`src/rtl/csa_arbiter_if.sv`:
```
// Bundle of the request, adder and response signals of csa_arbiter.
// The slave modport is the arbiter's view; master is the surrounding environment.
interface csa_arbiter_if #(
  parameter int WIDTH = 16
);
  logic [1:0]       req_valid;
  logic [1:0]       req_ready;
  logic [WIDTH-1:0] req0_a;
  logic [WIDTH-1:0] req0_b;
  logic             req0_mod;
  logic [WIDTH-1:0] req1_a;
  logic [WIDTH-1:0] req1_b;
  logic             req1_mod;
  logic [WIDTH-1:0] csa_a;
  logic [WIDTH-1:0] csa_b;
  logic             csa_mod;
  logic [WIDTH-1:0] csa_y;
  logic             csa_ovf;
  logic             rsp_valid;
  logic             rsp_ready;
  logic             rsp_id;
  logic [WIDTH-1:0] rsp_y;
  logic             rsp_ovf;
  logic             busy;

  modport slave (
    input  req_valid, req0_a, req0_b, req0_mod, req1_a, req1_b, req1_mod,
    input  csa_y, csa_ovf, rsp_ready,
    output req_ready, csa_a, csa_b, csa_mod,
    output rsp_valid, rsp_id, rsp_y, rsp_ovf, busy
  );

  modport master (
    output req_valid, req0_a, req0_b, req0_mod, req1_a, req1_b, req1_mod,
    output csa_y, csa_ovf, rsp_ready,
    input  req_ready, csa_a, csa_b, csa_mod,
    input  rsp_valid, rsp_id, rsp_y, rsp_ovf, busy
  );
endinterface

```
`src/rtl/csa_arbiter.sv`:
```
// Round-robin arbiter sharing one external carry select adder between two
// requesters: grant, hold operands for SETTLE cycles, capture, hold response.
module csa_arbiter #(
  parameter int WIDTH  = 16,
  parameter int SETTLE = 2
) (
  input logic          clk,
  input logic          rst_n,
  csa_arbiter_if.slave bus
);

  typedef enum logic [1:0] {
    IDLE  = 2'd0,
    ISSUE = 2'd1,
    RESP  = 2'd2
  } state_t;

  localparam logic [3:0] SETTLE_LAST = 4'(SETTLE - 1);

  state_t           state_q, state_d;
  logic             ptr_q;
  logic             id_q;
  logic [3:0]       cnt_q;
  logic [WIDTH-1:0] a_q, b_q, y_q;
  logic             mod_q, ovf_q, vld_q;

  logic [1:0]       grant;
  logic             handshake;
  logic             capture;
  logic             rsp_done;

  // NOTE: every signal written here gets a default first, so no path leaves
  // one unassigned and no latch is inferred.
  always_comb begin
    state_d  = state_q;
    grant    = 2'b00;
    capture  = 1'b0;
    rsp_done = 1'b0;
    unique case (state_q)
      IDLE: begin
        // A lone requester always wins; under contention the pointer decides.
        grant[0] = bus.req_valid[0] & (~bus.req_valid[1] | ~ptr_q);
        grant[1] = bus.req_valid[1] & (~bus.req_valid[0] |  ptr_q);
        if (|grant) state_d = ISSUE;
      end
      ISSUE: begin
        if (cnt_q == SETTLE_LAST) begin
          capture = 1'b1;
          state_d = RESP;
        end
      end
      RESP: begin
        if (bus.rsp_ready) begin
          rsp_done = 1'b1;
          state_d  = IDLE;
        end
      end
      default: state_d = IDLE;
    endcase
  end

  // req_ready is only ever asserted alongside req_valid, so any grant is a handshake.
  assign handshake = |grant;

  // NOTE: sequential state uses non-blocking assignments so every register
  // samples the pre-edge values regardless of statement order.
  always_ff @(posedge clk or negedge rst_n) begin
    if (!rst_n) state_q <= IDLE;
    else        state_q <= state_d;
  end

  always_ff @(posedge clk or negedge rst_n) begin
    if (!rst_n) begin
      ptr_q <= 1'b0;
      id_q  <= 1'b0;
      cnt_q <= '0;
      a_q   <= '0;
      b_q   <= '0;
      mod_q <= 1'b0;
      y_q   <= '0;
      ovf_q <= 1'b0;
      vld_q <= 1'b0;
    end else begin
      if (handshake) begin
        a_q   <= grant[1] ? bus.req1_a   : bus.req0_a;
        b_q   <= grant[1] ? bus.req1_b   : bus.req0_b;
        mod_q <= grant[1] ? bus.req1_mod : bus.req0_mod;
        id_q  <= grant[1];
        ptr_q <= ~grant[1];
        cnt_q <= '0;
      end else if (state_q == ISSUE) begin
        cnt_q <= cnt_q + 4'd1;
      end
      if (capture) begin
        y_q   <= bus.csa_y;
        ovf_q <= bus.csa_ovf;
        vld_q <= 1'b1;
      end else if (rsp_done) begin
        vld_q <= 1'b0;
      end
    end
  end

  assign bus.req_ready = grant;
  assign bus.csa_a     = a_q;
  assign bus.csa_b     = b_q;
  assign bus.csa_mod   = mod_q;
  assign bus.rsp_valid = vld_q;
  assign bus.rsp_id    = id_q;
  assign bus.rsp_y     = y_q;
  assign bus.rsp_ovf   = ovf_q;
  assign bus.busy      = (state_q != IDLE);

endmodule

```
`src/flat_wrapper.sv`:
```
// flat-port wrapper written by rule: the top's interface ports become plain ports
module csa_arbiter_flat 
#(
  parameter int WIDTH  = 16,
  parameter int SETTLE = 2
)
  (clk, rst_n, bus_req_valid, bus_req0_a, bus_req0_b, bus_req0_mod, bus_req1_a, bus_req1_b, bus_req1_mod, bus_csa_y, bus_csa_ovf, bus_rsp_ready, bus_req_ready, bus_csa_a, bus_csa_b, bus_csa_mod, bus_rsp_valid, bus_rsp_id, bus_rsp_y, bus_rsp_ovf, bus_busy);
  csa_arbiter_if #(.WIDTH(WIDTH)) bus_i ();
  input logic clk;
  input logic rst_n;
  input wire logic [$bits(bus_i.req_valid)-1:0] bus_req_valid;
  input wire logic [$bits(bus_i.req0_a)-1:0] bus_req0_a;
  input wire logic [$bits(bus_i.req0_b)-1:0] bus_req0_b;
  input wire logic [$bits(bus_i.req0_mod)-1:0] bus_req0_mod;
  input wire logic [$bits(bus_i.req1_a)-1:0] bus_req1_a;
  input wire logic [$bits(bus_i.req1_b)-1:0] bus_req1_b;
  input wire logic [$bits(bus_i.req1_mod)-1:0] bus_req1_mod;
  input wire logic [$bits(bus_i.csa_y)-1:0] bus_csa_y;
  input wire logic [$bits(bus_i.csa_ovf)-1:0] bus_csa_ovf;
  input wire logic [$bits(bus_i.rsp_ready)-1:0] bus_rsp_ready;
  output wire logic [$bits(bus_i.req_ready)-1:0] bus_req_ready;
  output wire logic [$bits(bus_i.csa_a)-1:0] bus_csa_a;
  output wire logic [$bits(bus_i.csa_b)-1:0] bus_csa_b;
  output wire logic [$bits(bus_i.csa_mod)-1:0] bus_csa_mod;
  output wire logic [$bits(bus_i.rsp_valid)-1:0] bus_rsp_valid;
  output wire logic [$bits(bus_i.rsp_id)-1:0] bus_rsp_id;
  output wire logic [$bits(bus_i.rsp_y)-1:0] bus_rsp_y;
  output wire logic [$bits(bus_i.rsp_ovf)-1:0] bus_rsp_ovf;
  output wire logic [$bits(bus_i.busy)-1:0] bus_busy;
  assign bus_i.req_valid = bus_req_valid;
  assign bus_i.req0_a = bus_req0_a;
  assign bus_i.req0_b = bus_req0_b;
  assign bus_i.req0_mod = bus_req0_mod;
  assign bus_i.req1_a = bus_req1_a;
  assign bus_i.req1_b = bus_req1_b;
  assign bus_i.req1_mod = bus_req1_mod;
  assign bus_i.csa_y = bus_csa_y;
  assign bus_i.csa_ovf = bus_csa_ovf;
  assign bus_i.rsp_ready = bus_rsp_ready;
  assign bus_req_ready = bus_i.req_ready;
  assign bus_csa_a = bus_i.csa_a;
  assign bus_csa_b = bus_i.csa_b;
  assign bus_csa_mod = bus_i.csa_mod;
  assign bus_rsp_valid = bus_i.rsp_valid;
  assign bus_rsp_id = bus_i.rsp_id;
  assign bus_rsp_y = bus_i.rsp_y;
  assign bus_rsp_ovf = bus_i.rsp_ovf;
  assign bus_busy = bus_i.busy;
  csa_arbiter #(.WIDTH(WIDTH), .SETTLE(SETTLE)) u_core (.clk(clk), .rst_n(rst_n), .bus(bus_i));
endmodule
```
`config.mk`:
```
export PLATFORM = sky130hd
export DESIGN_NAME = csa_arbiter_flat
export DESIGN_NICKNAME = d
export VERILOG_FILES = /design/src/rtl/csa_arbiter_if.sv /design/src/rtl/csa_arbiter.sv /design/src/flat_wrapper.sv
export SDC_FILE = /design/constraint.sdc
export NUM_CORES = 1
export LEC_CHECK = 0
export ABC_AREA = 1
export ABC_CLOCK_PERIOD_IN_PS = 1210
export BUFFER_PORTS_ARGS = -buffer_cell sky130_fd_sc_hd__buf_2
export CAP_MARGIN = 20
export CORE_ASPECT_RATIO = 0.9
export CORE_MARGIN = 2
export CORE_UTILIZATION = 30
export CTS_CLUSTER_DIAMETER = 40
export DETAILED_ROUTE_END_ITERATION = 12
export PLACE_DENSITY = 0.55
export SLEW_MARGIN = 5
export SYNTH_ARGS = -nofsm -noshare
export SYNTH_HDL_FRONTEND = slang
export SYNTH_SLANG_ARGS = --single-unit
```
`constraint.sdc`:
```
create_clock -name clk -period 1.21 [get_ports clk]
set_clock_uncertainty 0.05 [all_clocks]
set_input_delay 0.242 -clock clk [delete_from_list [all_inputs] [get_ports clk]]
set_output_delay 0.242 -clock clk [all_outputs]
set_load 0.02 [all_outputs]
```
==> summary.txt <==
Status = finished, violations left
Violated checks = negative setup slack
Cell Count Post-Placement = 651
Yosys top cell area share = 0.496
Routed WL = 7920 um
Clock latency at the later pin of the worst-skew pair = 340 ps
Crit-path max cell delay = 410 ps
Critical Path Start Type = flip-flop
Setup crit end kind = output port
Crit path DAT = 1230 ps
P_leak = 2.65 nW
Clk sinks = 59
Max Cap Viol = 0
Synthesis-stage register bit count = 59
Yosys cell types = 18
Worst slew pin tran = 276 ps
Hold_ws = 56.6 ps
Setup Crit Path Kind = flip-flop to output port
DIE AREA = 10700 um2
CP top delay family = flip-flops
Post-DP HPWL = 5700 um
Antenna violations before repair = 0
CTS H-tree depth = 3
Syn avg cell area = 7.92 um2
Core box area = 9660 um2
Worst EP required = 920 ps
Critical-path maximum fanout = 4
Inserted Clock Buffers = 9
F_max = 0.656 GHz
DR DRC count = 0
Hold Startpoint = bus_req1_a[4]
Die X = 109 um
Gpl congestion = 0.827
CP bufs+invs = 2
DR WL/cell = 11.6 um
CTS tree = done
# diodes = 0
CP Launch Point = u_core.state_q[0]$_DFFE_PN0P_
Via count = 2920
Final min period = 1520 ps
Final setup vio count = 59
Largest net degree at the start of global routing = 35
Final worst slack = -313 ps
Slew Viols, Final = 0
Register area share after synthesis = 0.496
Final nets = 642
Routed Antenna Nets = 0
Root Driver = clkbuf_8
Port buffer count = 142
Clk slew on worst S/H paths = 80 ps
Overall Power = 12.3 mW
Final cell count without fillers = 683
Crit path cell chain = nor2_4 -> nand3_2 -> inv_2 -> buf_6
Slowest CP cell = dfrtp_1
Syn nets = 466
Total grt overflow = 0
Post-synthesis cell area = 2980 um2
R2r startpoint = u_core.state_q[0]$_DFFE_PN0P_
Dpl ws = -116 ps
Largest cells by area after synthesis = dfrtp_1, nand2_1, nand3_1
Slew HR = 0.815
Num ports = 143
Die Height = 98.5 um
Post-synth top area cell = dfrtp_1
All-Layer GR Usage = 0.144
Vias in the first global route = 2789
Final clock period utilization by the worst path = 1.26
FP Rows = 34
Final core utilization = 0.476
Unrepaired setup endpoints after global routing = yes
Starting DRT DRC Count = 78
DRT Pass-1 Iters = 4
Final hold violations = 0
Maximum VDD drop = 1.20 mV
Share of layout cells above drive strength 1 = 0.409
Total power per unit cell area = 2670 nW/um2
Warnings from Yosys = 0
Initial Util = 0.308
Post-Syn Instances = 376
Hold WC Path Type = primary input to flip-flop
First-pass GRT wire length = 12300 um
Clock Path Buffers = 2
Area growth from synthesis to layout = 54.6%
Via density = 4.28
[path summary, 6_finish.rpt]
kind	slack, ps	to	cells after the start
min	60	u_core.bus.csa_a[4]$_DFFE_PN0P_	3
max reg2reg	-240	u_core.bus.csa_b[2]$_DFFE_PN0P_	8
max	-310	bus_req_ready[0]	4
max in group asynchronous	400	u_core.bus.rsp_y[3]$_DFFE_PN0P_	3
min in group asynchronous	250	u_core.bus.rsp_y[0]$_DFFE_PN0P_	2
min reg2reg	430	u_core.bus.rsp_y[11]$_DFFE_PN0P_	2
[synth_stat cells]
cell and count:
buf_4 4, nand2_1 131, o21ai_0 1, nand3_4 2
o21ai_2 18, inv_1 71, buf_2 7, buf_6 6
o2bb2ai_1 1, inv_2 2, nor2_4 2, nand3_1 60
a21oi_1 2, nand3b_1 1, o31ai_1 1, dfrtp_1 59
nor2_1 6, ha_1 2
[logic make-up after synthesis]
family	after synthesis	synth area share
adder cells (fa/ha/maj)	2	0.00841
AND/OR/NAND/NOR	202	0.296
AO/OA/AOI/OAI	23	0.0635
flip-flops	59	0.496
buffers and inverters	90	0.137
[area by class of cell]
type	count	area, um2
well taps	126	158
clock inverters	5	61.3
inverters	73	279
repair buffers	182	1360
multi-input cells	227	1110
clock buffers	11	151
fillers	948	5060
flip-flops and latches	59	1480
[power by group]
group | internal [mW] | leakage, nW | switching, mW
clock | 1.07 | 0.0978 | 0.806
sequential | 2.94 | 0.725 | 0.645
combinational | 3.21 | 1.83 | 3.60
[repair_timing]
action,4_1_cts,5_1_grt
cloned,0,2
endpoints found under the hold margin,47,0
setup buffers,6,7
gates resized for setup,16,70
pin swaps,3,1
hold buffers,1,0
setup endpoints to repair,59,97
[layout by cell type, fill, tap and decap left out, types with 3 or more instances in the layout]
cell type,Yosys,layout
nand2_1,131,129
buf_2,7,103
inv_1,71,68
nand3_1,60,59
dfrtp_1,59,58
buf_6,6,41
buf_4,4,30
o21ai_2,18,17
clkbuf_8,0,11
nor2_1,6,6
buf_12,0,5
inv_2,2,3
clkinvlp_4,0,3
[registers in the layout (all words and copies together) (netlist names)]
name,count
u_core.bus.rsp_ovf,1
u_core.bus.csa_mod,1
u_core.state_q,2
u_core.ptr_q,1
u_core.bus.rsp_valid,1
u_core.bus.csa_b,16
u_core.bus.rsp_y,16
u_core.cnt_q,4
u_core.bus.csa_a,16
u_core.bus.rsp_id,1
[routing by layer]
layer | vias to the layer above | share of wire | track usage | wire, um
met5 | - | 0 | 0 | 0
met4 | 0 | 0.0086 | 0.0454 | 68
met3 | 7 | 0.078 | 0.0503 | 618
met2 | 96 | 0.47 | 0.231 | 3690
met1 | 1328 | 0.45 | 0.183 | 3540
li1 | 1489 | - | - | -
[tightest hold or removal path: stages]
cell and delay [ps]:
buf_2 80, nand2_1 40, nand3_1 50
[through the flow]
stage,setup TNS (ps),instance area [um2]
final,-8920,4600
after global placement,-2070,3960
after global routing,-13300,4600
after detailed placement,-3450,3960
after floorplan,-1610,2990
after CTS,-7250,4280
(Power assumes the default switching activity.)
